### config.mk
export PLATFORM = sky130hd
export DESIGN_NAME = req_rr_encoder_flat
export DESIGN_NICKNAME = d
export VERILOG_FILES = /design/src/rtl/req_rr_encoder_if.sv /design/src/rtl/req_rr_encoder.sv /design/src/flat_wrapper.sv
export SDC_FILE = /design/constraint.sdc
export NUM_CORES = 1
export LEC_CHECK = 0
export ABC_AREA = 1
export CELL_PAD_IN_SITES_DETAIL_PLACEMENT = 1
export CELL_PAD_IN_SITES_GLOBAL_PLACEMENT = 2
export CORE_MARGIN = 1
export CORE_UTILIZATION = 33
export CTS_CLUSTER_SIZE = 14
export DETAILED_ROUTE_END_ITERATION = 10
export HOLD_SLACK_MARGIN = 0.15
export PLACE_DENSITY_LB_ADDON = 0.1
export REMOVE_ABC_BUFFERS = 1
export SYNTH_ARGS = -nofsm -noshare
export SYNTH_HDL_FRONTEND = slang
export SYNTH_SLANG_ARGS = --single-unit
### constraint.sdc
create_clock -name clk -period 7.1 [get_ports clk]
set_clock_uncertainty 0.15 [all_clocks]
set_input_delay 1.42 -clock clk [delete_from_list [all_inputs] [get_ports clk]]
set_output_delay 1.42 -clock clk [all_outputs]
set_load 0.02 [all_outputs]
### src/rtl/req_rr_encoder_if.sv
// Request/grant bundle for req_rr_encoder.
//   slave  : the encoder side (receives requests, presents grants)
//   master : the requester/consumer side (drives requests and ready)
// Signals:
//   req_in       N      request lines, synchronous to clk
//   enable       1      capture and launch enable
//   ready_in     1      downstream accepts idx_out this cycle
//   idx_out      IDX_W  index of granted request
//   valid_out    1      idx_out valid
//   pending_out  N      registered pending-request vector
//   any_pending  1      |pending_out
//   overflow     1      one-cycle pulse: new edge hit an already-pending bit
interface req_rr_encoder_if #(
  parameter int unsigned N     = 16,
  parameter int unsigned IDX_W = $clog2(N)
) ();

  logic [N-1:0]     req_in;
  logic             enable;
  logic             ready_in;
  logic [IDX_W-1:0] idx_out;
  logic             valid_out;
  logic [N-1:0]     pending_out;
  logic             any_pending;
  logic             overflow;

  modport slave (
    input  req_in,
    input  enable,
    input  ready_in,
    output idx_out,
    output valid_out,
    output pending_out,
    output any_pending,
    output overflow
  );

  modport master (
    output req_in,
    output enable,
    output ready_in,
    input  idx_out,
    input  valid_out,
    input  pending_out,
    input  any_pending,
    input  overflow
  );

endinterface

### src/rtl/req_rr_encoder.sv
// Request-capture stage in front of the 16-input OR/encoder block.
// Rising edges (or levels, EDGE_DET=0) on req_in are latched into a pending
// vector; pending bits are then granted one at a time in round-robin order
// over a valid/ready handshake, each grant presented as an encoded index.
// The state registers are written single-copy; triplication is applied to
// them afterwards by TMRG.
// Ports:
//   clk    in  clock, all logic on the rising edge
//   rst_n  in  asynchronous reset, active-low
//   bus    slave side of req_rr_encoder_if (requests, enable, ready in;
//          idx/valid, pending vector, any_pending, overflow out)
module req_rr_encoder #(
  parameter int unsigned N        = 16,
  parameter int unsigned IDX_W    = $clog2(N),
  parameter bit          EDGE_DET = 1'b1
) (
  input  logic               clk,
  input  logic               rst_n,
  req_rr_encoder_if.slave    bus
);

  // State
  logic [N-1:0]     pending_q, pending_d;
  logic [N-1:0]     req_q;
  logic [IDX_W-1:0] ptr_q, ptr_d;
  logic [IDX_W-1:0] idx_q, idx_d;
  logic             valid_q, valid_d;
  logic             overflow_q, overflow_d;

  // Combinational helpers
  logic [N-1:0]     set_vec;
  logic [N-1:0]     grant_mask;
  logic [IDX_W-1:0] sel;
  logic             found;
  logic             slot_open;
  logic             launch;

  // Capture vector: new edges (or raw levels) this cycle.
  always_comb begin
    if (EDGE_DET) begin
      set_vec = bus.req_in & ~req_q;
    end else begin
      set_vec = bus.req_in;
    end
  end

  // Round-robin pick: first registered pending bit at or above ptr, wrapping
  // modulo N. Only the registered vector is scanned, so same-cycle edges are
  // never eligible for launch.
  always_comb begin
    int unsigned      pos;
    logic [IDX_W-1:0] pos_idx;
    sel     = '0;
    found   = 1'b0;
    pos     = 0;
    pos_idx = '0;
    for (int unsigned k = 0; k < N; k++) begin
      pos = k + 32'(ptr_q);
      if (pos >= N) begin
        pos = pos - N;
      end
      pos_idx = IDX_W'(pos);
      if (!found && pending_q[pos_idx]) begin
        sel   = pos_idx;
        found = 1'b1;
      end
    end
  end

  // Slot is free when nothing is presented or the presented grant is taken.
  assign slot_open = !valid_q || bus.ready_in;
  assign launch    = slot_open && bus.enable && found;

  always_comb begin
    grant_mask = '0;
    if (launch) begin
      grant_mask = {{(N-1){1'b0}}, 1'b1} << sel;
    end
  end

  // Pending update: clear the granted bit first, then OR in captures so a
  // same-cycle edge on the granted bit keeps it pending.
  always_comb begin
    pending_d = pending_q & ~grant_mask;
    if (bus.enable) begin
      pending_d = pending_d | set_vec;
    end
  end

  // Overflow only when an edge lands on a bit that stays pending; the bit
  // being granted this cycle is excluded since the edge simply re-arms it.
  always_comb begin
    overflow_d = 1'b0;
    if (bus.enable) begin
      overflow_d = |(set_vec & pending_q & ~grant_mask);
    end
  end

  // Output register and pointer. While the slot is closed (backpressure)
  // everything holds. An open slot with nothing to launch drops valid but
  // leaves idx at its last value.
  always_comb begin
    valid_d = valid_q;
    idx_d   = idx_q;
    ptr_d   = ptr_q;
    if (slot_open) begin
      if (launch) begin
        valid_d = 1'b1;
        idx_d   = sel;
        if (sel == IDX_W'(N - 1)) begin
          ptr_d = '0;
        end else begin
          ptr_d = sel + 1'b1;
        end
      end else begin
        valid_d = 1'b0;
      end
    end
  end

  always_ff @(posedge clk or negedge rst_n) begin
    if (!rst_n) begin
      pending_q  <= '0;
      req_q      <= '0;
      ptr_q      <= '0;
      idx_q      <= '0;
      valid_q    <= 1'b0;
      overflow_q <= 1'b0;
    end else begin
      pending_q  <= pending_d;
      req_q      <= bus.req_in;  // tracks req_in even while disabled
      ptr_q      <= ptr_d;
      idx_q      <= idx_d;
      valid_q    <= valid_d;
      overflow_q <= overflow_d;
    end
  end

  assign bus.idx_out     = idx_q;
  assign bus.valid_out   = valid_q;
  assign bus.pending_out = pending_q;
  assign bus.any_pending = |pending_q;
  assign bus.overflow    = overflow_q;

endmodule

### src/flat_wrapper.sv
// flat-port wrapper written by rule: the top's interface ports become plain ports
module req_rr_encoder_flat 
#(
  parameter int unsigned N        = 16,
  parameter int unsigned IDX_W    = $clog2(N),
  parameter bit          EDGE_DET = 1'b1
)
  (clk, rst_n, bus_req_in, bus_enable, bus_ready_in, bus_idx_out, bus_valid_out, bus_pending_out, bus_any_pending, bus_overflow);
  req_rr_encoder_if #(.N(N), .IDX_W(IDX_W)) bus_i ();
  input  logic clk;
  input  logic rst_n;
  input wire logic [$bits(bus_i.req_in)-1:0] bus_req_in;
  input wire logic [$bits(bus_i.enable)-1:0] bus_enable;
  input wire logic [$bits(bus_i.ready_in)-1:0] bus_ready_in;
  output wire logic [$bits(bus_i.idx_out)-1:0] bus_idx_out;
  output wire logic [$bits(bus_i.valid_out)-1:0] bus_valid_out;
  output wire logic [$bits(bus_i.pending_out)-1:0] bus_pending_out;
  output wire logic [$bits(bus_i.any_pending)-1:0] bus_any_pending;
  output wire logic [$bits(bus_i.overflow)-1:0] bus_overflow;
  assign bus_i.req_in = bus_req_in;
  assign bus_i.enable = bus_enable;
  assign bus_i.ready_in = bus_ready_in;
  assign bus_idx_out = bus_i.idx_out;
  assign bus_valid_out = bus_i.valid_out;
  assign bus_pending_out = bus_i.pending_out;
  assign bus_any_pending = bus_i.any_pending;
  assign bus_overflow = bus_i.overflow;
  req_rr_encoder #(.N(N), .IDX_W(IDX_W), .EDGE_DET(EDGE_DET)) u_core (.clk(clk), .rst_n(rst_n), .bus(bus_i));
endmodule
-- Yosys cells after proc, flatten, opt, wreduce, memory -nomap -nowiden
Index checks and enable logic that the tools add are counted.
Widths: inputs -> output; s select.
- register bits after elaboration: 42
- input port bits: 20
- output and inout port bits: 23
- word-level logic and storage cells: 201
- add/sub/neg operators: 32
- order comparisons: 32
- eq/ne operators: 1
- shift-type cells: 1
- mux-type cells: 85
- bitwise logic cells: 7
- reductions and logical operators: 37
- operators by type and width (operator ; number):
    $mux 4 ; 33
    $lt 4x5->1 const B ; 16
    $ge 5x5->1 const B ; 15
    $and 16x16->16 ; 4
    $bmux 1 s4 ; 16
    $sub 4x1->4 const B ; 16
    $add 4x4->5 const A ; 8
    $mux 1 ; 34
    $mux 16 ; 2
    $not 16->16 ; 2
    $reduce_or 16->1 ; 2
    $add 3x4->5 const A ; 4
    $logic_and 1x1->1 ; 17
    $logic_not 1->1 ; 16
    $or 16x16->16 ; 1
    $shl 1x4->16 const A ; 1
    $add 2x4->5 const A ; 2
    $add 1x4->5 const A ; 1
    $ge 4x5->1 const B ; 1
    $add 4x1->4 const B ; 1
    $eq 4x4->1 const B ; 1
    $reduce_and 2->1 ; 1
    $logic_or 1x1->1 ; 1

-- Longest topological paths before layout
- depth in word-level cells: 56
- mapped depth: 39
- mapped depth without buffers: 36

-- Worst setup path before layout
No wires, ideal clock.
- kind: register to output
- start: reg u_core.ptr_q[1] (netlist name)
- end: out bus_any_pending
- arrival time: 2.851 ns
- data required time: 5.530 ns
- path slack: 2.679 ns
- stages on the path, launching flop included: 21
- path buffers: 2
- cell sequence: dfrtp_1 inv_1 buf_2 ha_1 inv_1 buf_2 nand3_1 nand3_2 nand2_1 nand2_2 nand2_4 nor2_8 nand4_4 nor2_4 nand3_2 nor2_4 nand4_4 nor2_4 nand2_2 nor2_2 nand2_1
- RTL lines (what ; RTL line ; source):
    end: declaration ; flat_wrapper.sv:18 ; output wire logic [$bits(bus_i.any_pending)-1:0] bus_any_pending;

==> results by group <==
Detailed routing
  – Drt total wl: 13,700 um
  – Post-detailed-route wirelength per cell: 17.3 um
  – Pre-Repair DR Iteration Count: 4
  – Number of remaining DRC errors: 0
  – 1st-iter DRT viols: 166
  – Vias post-DR: 4,084
  – Antenna viol nets, final: 0
  – Via-per-instance ratio: 5.14

Final layout
  – Total number of nets in the final design: 685
  – Number of cells in the finished layout apart from fillers: 794
  – Fin util: 0.412
  – Total inserted antenna cells: 0
  – Area growth syn-to-layout: 19.0%
  – Footprint of the multi-input gates: 2340 um2
  – Combined flip-flop and latch cell area: 1050 um2
  – Fill cell instance count of the final layout: 1,463
  – Fraction of final layout cells with drive strength greater than 1: 0.0780

GRT
  – Number of global-route vias before repair: 4,218
  – Met2 demand-to-capacity share in global routing: 0.447
  – Busiest layer in global routing: met2
  – Maximum number of pins on one net before global-route repair: 43
  – Number of antenna violations at the first check in global routing: 0
  – Final global-route overflow total: 0
  – Global-route wire length before repair: 21,900 um
  – Combined global-route utilization of all metal layers: 0.245
  – Global routing met3 resource utilization: 0.0213
  – Met1 Usage GRT: 0.292

Clock network
  – CTS Buffer Depth: 2
  – # Post-CTS Setup Buffers: 0
  – Clock latency on the worst-skew pair: 290 ps
  – Number of CTS-inserted buffers: 5
  – TritonCTS sink count: 42
  – Quantity of gates resized following cts: 0
  – Number of buffers added to fix hold violations after cts: 0
  – H-tree Lvls: 2
  – Clock slew at the register clock pins of the worst setup and hold paths: 60 ps
  – CTS Root Cell: clkbuf_16
  – CTS tree: yes

Logic synthesis
  – Post-Syn Instances: 610
  – Syn Area/Cell: 6.25 um2
  – Proportion of synthesized chip area in sequential cells: 0.276
  – Netlist area before placement: 3810 um2
  – Leading post-synthesis cells by cell area: dfrtp_1 (28%), nand2_1 (19%), nand3_1 (14%)
  – Main flop type after synthesis: dfrtp_1
  – Synth top area share: 0.276
  – Synth top cells by count: nand2_1 (198), nand3_1 (103), inv_1 (81)
  – Proportion of synthesized flip-flops having asynchronous set or reset: 1.00
  – Post-synth EDFFs: 0
  – Unique cell type count in the Yosys netlist: 36
  – Most frequently used cell type in the post-synthesis netlist: nand2_1
  – Total of warnings raised by yosys: 0
  – Top cell type by total area after synthesis: dfrtp_1
  – Flop and latch count out of synthesis: 42

Floorplanning
  – Ports: 43
  – Die Width: 110 um
  – Area inside the core boundary: 11,000 um2
  – Number of cell rows: 38
  – Initial core utilization: 0.346
  – Die area: 12,000 um2
  – Die H: 110 um

STA
  – Worst Tran Pin Value: 972 ps
  – Max-Slew Margin vs Limit: 0.352
  – Sum Neg Setup Slack: 0 ps
  – Final worst path period share: 0.803
  – Max Fclk: 175 MHz
  – Shortest period the worst path allows: 5700 ps
  – Max Transition Viols Final: 0
  – Unrepaired setup endpoints after global routing: false
  – Hold Fails Final Rpt: 0
  – Final hold slack: 335 ps
  – Setup-failing EPs final: 0

Worst setup path
  – Critical path start-end classification: register to primary output
  – Critical R2R Launch: u_core.ptr_q[1]$_DFFE_PN0P_
  – Required time of the critical path: 5530 ps
  – Data arrival at the endpoint of the critical path: 4130 ps
  – Startpoint types: register
  – Peak fanout along the critical path: 15
  – Worst setup path startpoint: u_core.ptr_q[1]$_DFFE_PN0P_
  – Capturing element type of the critical path: primary output

Outcome
  – Result of the run: finished clean

Placed design
  – IO Port Bufs: 42
  – Final Wtd Congestion: 0.915
  – HPWL reported at the end of detailed placement: 11,100 um
  – DP Cell Count: 786

Min path
  – Worst min-delay path category: register to register
  – Min-Delay Startpoint: u_core.bus.idx_out[2]$_DFFE_PN0P_

Flow run
  – Maxcap violations: 0
[logic make-up after synthesis]
family	count (synthesis)	share of synthesized area
simple gates	392	0.474
buf+inv	104	0.112
compound gates	51	0.0735
flops	42	0.276
fa+ha+maj	12	0.0394
xor+xnor	9	0.0266
[per-layer routing]
| metal | part of all wire | routed length [um] | vias to the layer above |
|---|---|---|---|
| li1 | - | - | 2042 |
| met1 | 0.43 | 5900 | 1931 |
| met2 | 0.51 | 6950 | 84 |
| met3 | 0.027 | 377 | 27 |
| met4 | 0.036 | 501 | 0 |
| met5 | 0 | 0 | - |
[layout make-up]
cell class,instances,area share
Multi-Input combinational cell,464,0.515
Clock buffer,7,0.0292
Clock inverter,1,0.00662
Tap cell,140,0.0386
Timing Repair Buffer,49,0.103
Sequential cell,42,0.232
Inverter,91,0.0758
[layout by cell type, fill, tap and decap left out, types with 2 or more instances in the layout]
master / synthesis / final
inv_2: 6 / 6
xor2_2: 2 / 2
xor2_1: 6 / 6
clkinv_1: 3 / 3
clkdlybuf4s50_1: 0 / 41
inv_1: 81 / 81
o21a_1: 2 / 2
nand3_1: 103 / 103
a21oi_1: 9 / 9
nand4_1: 14 / 14
dfrtp_1: 42 / 42
nand2_4: 3 / 3
ha_1: 12 / 12
nor2_4: 3 / 3
o21ai_0: 30 / 30
nand2_1: 198 / 198
nand2_2: 9 / 9
nor3_1: 3 / 3
nor2_1: 48 / 48
clkbuf_16: 0 / 5
nand3_2: 5 / 5
nand4_4: 2 / 2
buf_4: 3 / 7
o21ai_1: 5 / 5
clkbuf_1: 3 / 2
[final timing paths]
check	cells past startpoint	slack, ps	to
max	20	1400	bus_any_pending
max in group asynchronous	1	5060	u_core.req_q[5]$_DFF_PN0_
min in group asynchronous	1	1140	u_core.req_q[10]$_DFF_PN0_
max reg2reg	30	1910	u_core.bus.overflow$_DFF_PN0_
min	2	340	u_core.bus.idx_out[2]$_DFFE_PN0P_
min reg2reg	2	340	u_core.bus.idx_out[2]$_DFFE_PN0P_
[worst max-delay path: stages, from the launching register on]
cell	delay [ps]
dfrtp_1	320
buf_4	210
inv_1	130
ha_1	480
inv_1	390
nand3_1	170
nand3_1	130
nand2_1	100
nand2_2	90
nand2_4	70
nor2_8	120
nand4_4	130
nor2_4	160
nand3_2	100
nor2_4	140
nand4_4	120
nor2_4	150
nand2_2	70
nor2_2	110
nand2_1	90
clkdlybuf4s50_1	540
[sequential cells by signal (all words and copies together) (netlist names)]
signal / count
u_core.ptr_q: 4
u_core.req_q: 16
u_core.bus.valid_out: 1
u_core.bus.idx_out: 4
u_core.bus.overflow: 1
u_core.bus.pending_out: 16
[metrics by stage]
step | worst slack [ps] | area [um2]
5_1_grt | 1060 | 4540
6_report | 1400 | 4540
4_1_cts | 1390 | 4540
2_1_floorplan | 2350 | 3730
3_3_place_gp | 1860 | 4380
3_5_place_dp | 1710 | 4380
Power is left out: the tool's default activity adds up to more than one toggle a clock period on the data nets, which glitch-free logic cannot reach.
